[src/rtl/palette_fader.sv]
// palette_fader: output stage that sits directly after the palette ROM.
// It scales the 6-bit RRGGBB colour by a 2-bit brightness level and blanks
// it outside the active area. The syncs are delayed by one cycle so they
// stay aligned with the colour, and everything is packed onto the TinyVGA
// output byte. The block also owns the ROM's palette id. A swap request
// fades the picture out one level per step, changes the palette while the
// screen is black, and then fades back in. Steps are counted in frames.
//
// Ports:
//   clk, rst_n        pixel clock, asynchronous active-low reset
//   color_in[5:0]     RRGGBB from the palette ROM for the current pixel
//   de_in             display enable, same cycle as color_in
//   hsync_in/vsync_in syncs, same cycle as color_in; asserted level is SYNC_POL
//   pid_req[1:0]      palette id to switch to
//   swap_req          one-cycle strobe that starts a fade/swap; ignored while busy
//   pid[1:0]          palette id driven to the ROM
//   busy              high whenever the fader is not idle
//   uo_out[7:0]       {hsync, B0, G0, R0, vsync, B1, G1, R1}
module palette_fader #(
  parameter int FRAMES_PER_STEP = 4,
  parameter bit SYNC_POL        = 1'b0
) (
  input  logic       clk,
  input  logic       rst_n,
  input  logic [5:0] color_in,
  input  logic       de_in,
  input  logic       hsync_in,
  input  logic       vsync_in,
  input  logic [1:0] pid_req,
  input  logic       swap_req,
  output logic [1:0] pid,
  output logic       busy,
  output logic [7:0] uo_out
);

  typedef enum logic [1:0] {IDLE, FADE_OUT, SWAP, FADE_IN} state_t;

  localparam logic [7:0] CNT_MAX = 8'(FRAMES_PER_STEP - 1);
  localparam logic [7:0] UO_RST  = {~SYNC_POL, 3'b000, ~SYNC_POL, 3'b000};

  state_t     state_q;
  logic [1:0] lvl_q, pid_q, pid_lat_q;
  logic [7:0] cnt_q;
  logic       busy_q, vs_prev_q;
  logic [7:0] uo_q, uo_d;
  logic       vs_act, tick;
  logic [1:0] ch_in  [3];   // 0 = R, 1 = G, 2 = B
  logic [1:0] ch_out [3];

  // Returns floor((c*l+1)/3). At l=3 this is the identity, and at l=0 it is 0.
  function automatic logic [1:0] scale(input logic [1:0] c, input logic [1:0] l);
    logic [3:0] p, q;
    p = {2'b00, c} * {2'b00, l} + 4'd1;
    q = p / 4'd3;
    return q[1:0];
  endfunction

  assign ch_in[0] = color_in[5:4];
  assign ch_in[1] = color_in[3:2];
  assign ch_in[2] = color_in[1:0];

  for (genvar i = 0; i < 3; i++) begin : g_ch
    assign ch_out[i] = de_in ? scale(ch_in[i], lvl_q) : 2'b00;
  end

  assign uo_d = {hsync_in, ch_out[2][0], ch_out[1][0], ch_out[0][0],
                 vsync_in, ch_out[2][1], ch_out[1][1], ch_out[0][1]};

  // A frame tick is the edge where vsync goes from inactive to asserted.
  // vs_prev_q resets to "inactive", so the first vsync after reset also ticks.
  assign vs_act = (vsync_in == SYNC_POL);
  assign tick   = vs_act & ~vs_prev_q;

  always_ff @(posedge clk or negedge rst_n) begin
    if (!rst_n) begin
      uo_q      <= UO_RST;
      vs_prev_q <= 1'b0;
    end else begin
      uo_q      <= uo_d;
      vs_prev_q <= vs_act;
    end
  end

  // Fade/swap control. The counter only advances on ticks in the fade states,
  // so a tick that coincides with accepting a request (in IDLE) is not counted.
  always_ff @(posedge clk or negedge rst_n) begin
    if (!rst_n) begin
      state_q   <= IDLE;
      lvl_q     <= 2'd3;
      cnt_q     <= 8'd0;
      pid_q     <= 2'd0;
      pid_lat_q <= 2'd0;
      busy_q    <= 1'b0;
    end else begin
      case (state_q)
        IDLE: if (swap_req) begin
          pid_lat_q <= pid_req;
          cnt_q     <= 8'd0;
          busy_q    <= 1'b1;
          state_q   <= FADE_OUT;
        end
        FADE_OUT: if (tick) begin
          if (cnt_q == CNT_MAX) begin
            cnt_q <= 8'd0;
            lvl_q <= lvl_q - 2'd1;
            if (lvl_q == 2'd1) state_q <= SWAP;
          end else cnt_q <= cnt_q + 8'd1;
        end
        SWAP: begin
          // The palette changes only at lvl 0, so the switch is never visible.
          pid_q   <= pid_lat_q;
          cnt_q   <= 8'd0;
          state_q <= FADE_IN;
        end
        FADE_IN: if (tick) begin
          if (cnt_q == CNT_MAX) begin
            cnt_q <= 8'd0;
            lvl_q <= lvl_q + 2'd1;
            if (lvl_q == 2'd2) begin
              state_q <= IDLE;
              busy_q  <= 1'b0;
            end
          end else cnt_q <= cnt_q + 8'd1;
        end
        default: state_q <= IDLE;
      endcase
    end
  end

  assign pid    = pid_q;
  assign busy   = busy_q;
  assign uo_out = uo_q;

endmodule

[config.mk]
export PLATFORM = sky130hd
export DESIGN_NAME = palette_fader
export DESIGN_NICKNAME = d
export VERILOG_FILES = /design/src/rtl/palette_fader.sv
export SDC_FILE = /design/constraint.sdc
export NUM_CORES = 1
export LEC_CHECK = 0
export ABC_AREA = 1
export BUFFER_PORTS_ARGS = -buffer_cell sky130_fd_sc_hd__buf_2
export CORE_UTILIZATION = 57
export DETAILED_ROUTE_END_ITERATION = 6
export PLACE_DENSITY = 0.79
export SLEW_MARGIN = 20
export SYNTH_ARGS = -nofsm -noshare
export SYNTH_HDL_FRONTEND = slang
export SYNTH_SLANG_ARGS = --single-unit
[constraint.sdc]
create_clock -name clk -period 3.1 [get_ports clk]
set_clock_uncertainty 0.1 [all_clocks]
set_input_delay 0.31 -clock clk [delete_from_list [all_inputs] [get_ports clk]]
set_output_delay 0.31 -clock clk [all_outputs]
set_load 0.01 [all_outputs]
==> results of run 1 <==
[sequential cells by signal (all words and copies together), names as in the netlist]
| register | cells |
|---|---|
| uo_out | 8 |
| cnt_q | 8 |
| lvl_q | 2 |
| state_q | 2 |
| vs_prev_q | 1 |
| pid_lat_q | 2 |
| pid | 2 |
| busy | 1 |
[per-stage QoR]
step           util, %  area [um2]
4_1_cts           67.5        2100
5_1_grt           67.9        2110
3_3_place_gp      65.7        2040
2_1_floorplan        -        1880
3_5_place_dp      65.7        2040
6_report          67.9        2110
[synthesized netlist by cell type]
| cell | n |
|---|---|
| dfstp_2 | 4 |
| fa_1 | 3 |
| xnor2_1 | 1 |
| nand2_2 | 4 |
| nand4_1 | 2 |
| dfrtp_1 | 22 |
| nor2_1 | 22 |
| a21oi_1 | 5 |
| nand2_4 | 1 |
| nor2_2 | 2 |
| nand3_2 | 2 |
| nor2_8 | 1 |
| a21oi_2 | 2 |
| nand3b_1 | 3 |
| nor3_1 | 2 |
| nand2_1 | 69 |
| mux2_2 | 2 |
| inv_1 | 39 |
| ha_1 | 17 |
| xor2_1 | 1 |
| nor2_4 | 5 |
| buf_4 | 2 |
| nor3_2 | 1 |
| inv_2 | 2 |
| o21ai_0 | 5 |
| o21ai_1 | 4 |
| nand3_1 | 16 |
| o21ai_4 | 2 |
[worst paths after layout]
kind                               from      endpoint  depth (start not counted)
hold / removal               pid_req[0]  pid_lat_q[0]                          3
setup / recovery               lvl_q[1]     uo_out[6]                         13
min in group asynchronous         rst_n        pid[1]                          2
max in group asynchronous         rst_n      lvl_q[0]                          2
hold reg to reg            pid_lat_q[0]  pid_lat_q[0]                          2
setup reg to reg               lvl_q[1]     uo_out[6]                         13
[routing by layer]
layer | global-route usage, % | vias up
li1 | - | 806
met1 | 24.5 | 764
met2 | 43.5 | 33
met3 | 3.49 | 6
met4 | 7.14 | 0
met5 | 0 | -
[worst max-delay path, delay by kind of cell, from the launching register on]
| kind | cells | cell delay (ps) |
|---|---|---|
| fa+ha+maj | 3 | 870 |
| buf+inv | 3 | 150 |
| simple gates | 6 | 430 |
| compound gates | 1 | 120 |
| flops | 1 | 650 |
[what timing repair did]
item / CTS / global route
hold buffers: 2 / 1
hold endpoints to repair: 23 / 1
gates resized for setup: 0 / 0
[power by group through the flow]
stage	sequential, W	combinational [W]	clock, W
2_1_floorplan	0.000484	0.000601	0
3_3_place_gp	0.000487	0.000735	0
3_5_place_dp	0.000493	0.000757	0
4_1_cts	0.000486	0.000775	0.000173
5_1_grt	0.000498	0.000868	0.000188
6_report	0.000485	0.000769	0.000171
[logic make-up after synthesis]
group           count (synthesis)
xor+xnor                        2
compound gates                 18
fa+ha+maj                      20
simple gates                  130
mux                             2
flops                          26
buf+inv                        43
[cells in the final DEF, fill, tap and decap left out]
cell           count
dlygate4sd3_1      3
o21ai_0            5
dfrtp_1           22
nand4_1            2
o21ai_1            4
nand2_2            4
nand3_2            2
nand2_4            1
nand3_1           16
dfstp_2            4
o21ai_4            2
nor2_2             2
nor3_1             2
nand3b_1           3
nor2_1            22
clkbuf_4           3
fa_1               3
a21oi_1            5
nor2_4             5
inv_1             39
nand2_1           69
nor3_2             1
inv_2              2
a21oi_2            2
clkbuf_8           1
ha_1              17
nor2_8             1
mux2_2             2
buf_2             24
xnor2_1            1
xor2_1             1
[cell type report]
type | instances | area, um2 | area share (%)
sequential | 26 | 656 | 31.1
multi-input combinational | 172 | 1050 | 50.1
timing repair buffer | 27 | 150 | 7.13
tap | 44 | 55.1 | 2.61
clock buffer | 4 | 36.3 | 1.72
inverter | 41 | 154 | 7.31
==> results.cfg, run 1 <==
[pwr]
p_per_area_nw_per_um2 = 677
clkPwrFrac_pct = 12.0
ir_drop_mv = 0.326
p_int_w = 0.000790
swShare_pct = 44.6
seqPwrFrac_pct = 34.1
leakage_nw = 1.15
net-switching-power_w = 0.000635
combPwrFrac_pct = 54.0
total_power_w = 0.00143

[timing]
hold_viol = 0
post-route-period-util_pct = 78.1
setup-tns-final_ps = 0
fmax_mhz = 413
maxSlewViolCount = 0
fin_ws_ps = 678
period_needed_ps = 2420
holdWs_ps = 82.5
worst_slew_pin_slew_ps = 581
max-slew-margin-rel_pct = 61.2
setup_viol = 0
rsz0062_at_grt = no

[logic_synthesis]
synth.largest_area_cell = dfrtp_1
synth.distinct_cells = 28
syn_avg_cell_area_um2 = 7.80
synth_nets = 275
yosysTopAreaCellShare_pct = 29.3
synthAdderAreaFrac_pct = 14.5
synth_compound_area_share_pct = 6.39
synth_area_leaders = dfrtp_1, nand2_1, ha_1
synth_cells = 241
syn_area_um2 = 1880
ys_seq_area_share_pct = 34.9
synthMuxAreaShare_pct = 1.20
yosysWarnings = 0
yosys_register_bits = 26
synth_xor_area_share_pct = 0.932
synth-simple-area-share_pct = 33.1
synth_top_family_by_area = simple AND/OR/NAND/NOR gates

[global_route]
grt_antenna_before_repair = 0
grt_pass1_vias = 1534
grt_pass1_wl_um = 6040
gr-total-overflow = 0
grt_usage_pct = 22.5
grt_max_degree = 27

[clock_tree]
cts_tree = built
htreeDepth = 1
cts_made_buffers = 3
clockBufferDepth = 2
clkTransAtPathRegs_ps = 140
clock_sinks = 26
root_buffer = clkbuf_4
clock_latency_ps = 320
cts_setup_buffers = 0

[placed_design]
port_buffers = 24
gp_congestion = 0.839
dp_cells = 307
hpwl_um = 2720
post-place-ws_ps = 688

[final_layout]
stdcell_count = 314
syn_to_final_growth_pct = 12.1
n_fill_cell = 294
n_antenna_cell = 0
nets = 305
drive_gt1_share_pct = 20.7

[worst_setup_path]
cpMostUsedCell = nand2_1
crit_path_end_kind = flop
cp_data_arrival_time_ps = 2550
critPathMaxFanout = 10
worst_ep_required_time_ps = 3220
cp_slowest_stage_delay_ps = 650
r2r_slack_ps = 680
slowest_stage = dfstp_2
critical_path_class = flop to flop
startpoint_type = flop
crit_chain = nand2_1, fa_1, nand2_1, nand2_1, inv_1, nand2_1, inv_1, ha_1, inv_1, ha_1, nand3b_1, a21oi_1, nor2_1

[floorplanning]
start_util_pct = 60.6
fp-row-count = 20
die_w_um = 59.4
core_um2 = 3100
die_y_um = 59.4
ioPinCount = 25
dieArea_um2 = 3530

[detailed_routing]
drc = 0
viasPerCell = 5.12
wl_per_cell_um = 11.1
wl_met3_um = 99
vias = 1609
wl_met2_um = 1780
drt_pre_antenna_iters = 5
wirelength_um = 3480
wl_met1_um = 1540
drtIter0Drc = 57
antenna_left = 0
routed.top_layer = met4

[status]
status = completed

[hold_path]
hold_path_class = primary input to flop

[job]
max_cap_violations = 0
Note: power is estimated with default switching activity, not from simulation.
==> inputs of run 2 (changes only) <==
CORE_UTILIZATION = 52   (was 57)
PLACE_DENSITY = 0.76   (was 0.79)
clock period = 2.1 ns   (was 3.1 ns; I/O delays follow)
==> results.cfg, run 2 (synthesized netlist as in run 1, its figures left out) <==
[clock_tree]
clockBufferDepth = 2
cts_tree = built
clkTransAtPathRegs_ps = 150
htreeDepth = 1
clock_latency_ps = 330
cts_made_buffers = 3
clock_sinks = 26
root_buffer = clkbuf_4

[timing]
hold_viol = 0
rsz0062_at_grt = yes
setup_viol = 6
period_needed_ps = 2340
post-route-period-util_pct = 111
max-slew-margin-rel_pct = 59.7
maxSlewViolCount = 0
worst_slew_pin_slew_ps = 604
fin_ws_ps = -238
fmax_mhz = 428

[hold_path]
min_from = de_in
hold_path_class = primary input to flop

[global_route]
grt_pass1_wl_um = 6510
grt_usage_pct = 21.0
gr-total-overflow = 0
grt_pass1_vias = 1507
grt_max_degree = 27
grt_antenna_before_repair = 0

[placed_design]
port_buffers = 24
gp_congestion = 0.814
hpwl_um = 2740

[job]
max_cap_violations = 0

[worst_setup_path]
crit_path_end_kind = flop
startpoint_type = flop
cp_data_arrival_time_ps = 2480
r2r-start = lvl_q[0]
worst_ep_required_time_ps = 2240
crit_start = lvl_q[0]
critical_path_class = flop to flop
critPathMaxFanout = 5

[final_layout]
n_antenna_cell = 0
final_common_cell = nand2_1
syn_to_final_growth_pct = 34.6
n_fill_cell = 253
utilization_pct = 74.6
nets = 328
final_cell_mix = nand2_1, inv_1, buf_2
drive_gt1_share_pct = 43.7

[floorplanning]
dieArea_um2 = 3860
ioPinCount = 25
fp-row-count = 21
core_um2 = 3390
start_util_pct = 55.4
die_y_um = 62.1
die_w_um = 62.1

[detailed_routing]
viasPerCell = 4.93
antenna_left = 0
drc = 0
wl_per_cell_um = 12.4
wirelength_um = 4210
drt_pre_antenna_iters = 6
vias = 1671
drtIter0Drc = 82

[status]
violations = negative setup slack
status = finished, violations left

[pwr]
ir_drop_mv = 0.483
total_power_w = 0.00256
leakage_nw = 1.28
p_per_area_nw_per_um2 = 1010
## run 2: what timing repair did
| action | 4_1_cts | 5_1_grt |
|---|---|---|
| hold endpoints to repair | 27 | 0 |
| endpoints found under the setup margin | 6 | 6 |
| hold buffers | 5 | 0 |
| resized for setup | 4 | 55 |
| setup buffers | 3 | 4 |
| pin swaps | 0 | 23 |
## run 2: layer usage
layer / global-route usage (%) / share of wire (%)
met5: 0 / 0
met4: 6.10 / 2.1
met3: 2.39 / 3.0
met2: 35.3 / 51
met1: 28.5 / 44
## run 2: cell type report
cell class	count	area (um2)	area share [%]
well taps	46	57.6	2.27
repair buffers	50	337	13.3
clock inverters	1	30.0	1.19
inverters	41	154	6.08
multi-input cells	172	1270	50.3
flip-flops and latches	26	656	25.9
clock buffers	3	22.5	0.890
## run 2: power by group
part	total (W)	internal (W)	switching (W)
logic	0.00150	0.000645	0.000856
clock network	0.000355	0.000193	0.000162
registers	0.000708	0.000625	0.0000825
total	0.00256	0.00146	0.00110
## run 2: per-stage QoR
| step | area, um2 | hold WS, ps | std cells | TNS (ps) | setup slack, ps |
|---|---|---|---|---|---|
| finish | 2530 | 40.9 | 339 | -752 | -238 |
| global route | 2530 | 27.8 | 339 | -1500 | -361 |
| CTS | 2300 | 26.1 | 335 | -809 | -180 |
| detailed placement | 2170 | 147 | 323 | -1040 | -228 |
| global placement | 2170 | 149 | 323 | -860 | -197 |
| floorplan | 1910 | -186 | 241 | -234 | -95.4 |
## run 2: critical path, stage by stage, from the launching register on
cell and delay, ps:
dfstp_2 640, buf_6 120, nand2_4 40, fa_2 370
buf_4 150, nor2_1 180, nand2_1 130, ha_4 270
nand3b_1 80, a21oi_2 110, nor2_1 50
## run 2: path summary, 6_finish.rpt
| path | to | slack, ps | depth (start not counted) |
|---|---|---|---|
| min reg2reg | pid_lat_q[1] | 400 | 2 |
| min in group asynchronous | busy | 320 | 2 |
| max | uo_out[6] | -240 | 10 |
| min | uo_out[4] | 40 | 3 |
| max in group asynchronous | vs_prev_q | 1200 | 2 |
| max reg2reg | uo_out[6] | -240 | 10 |
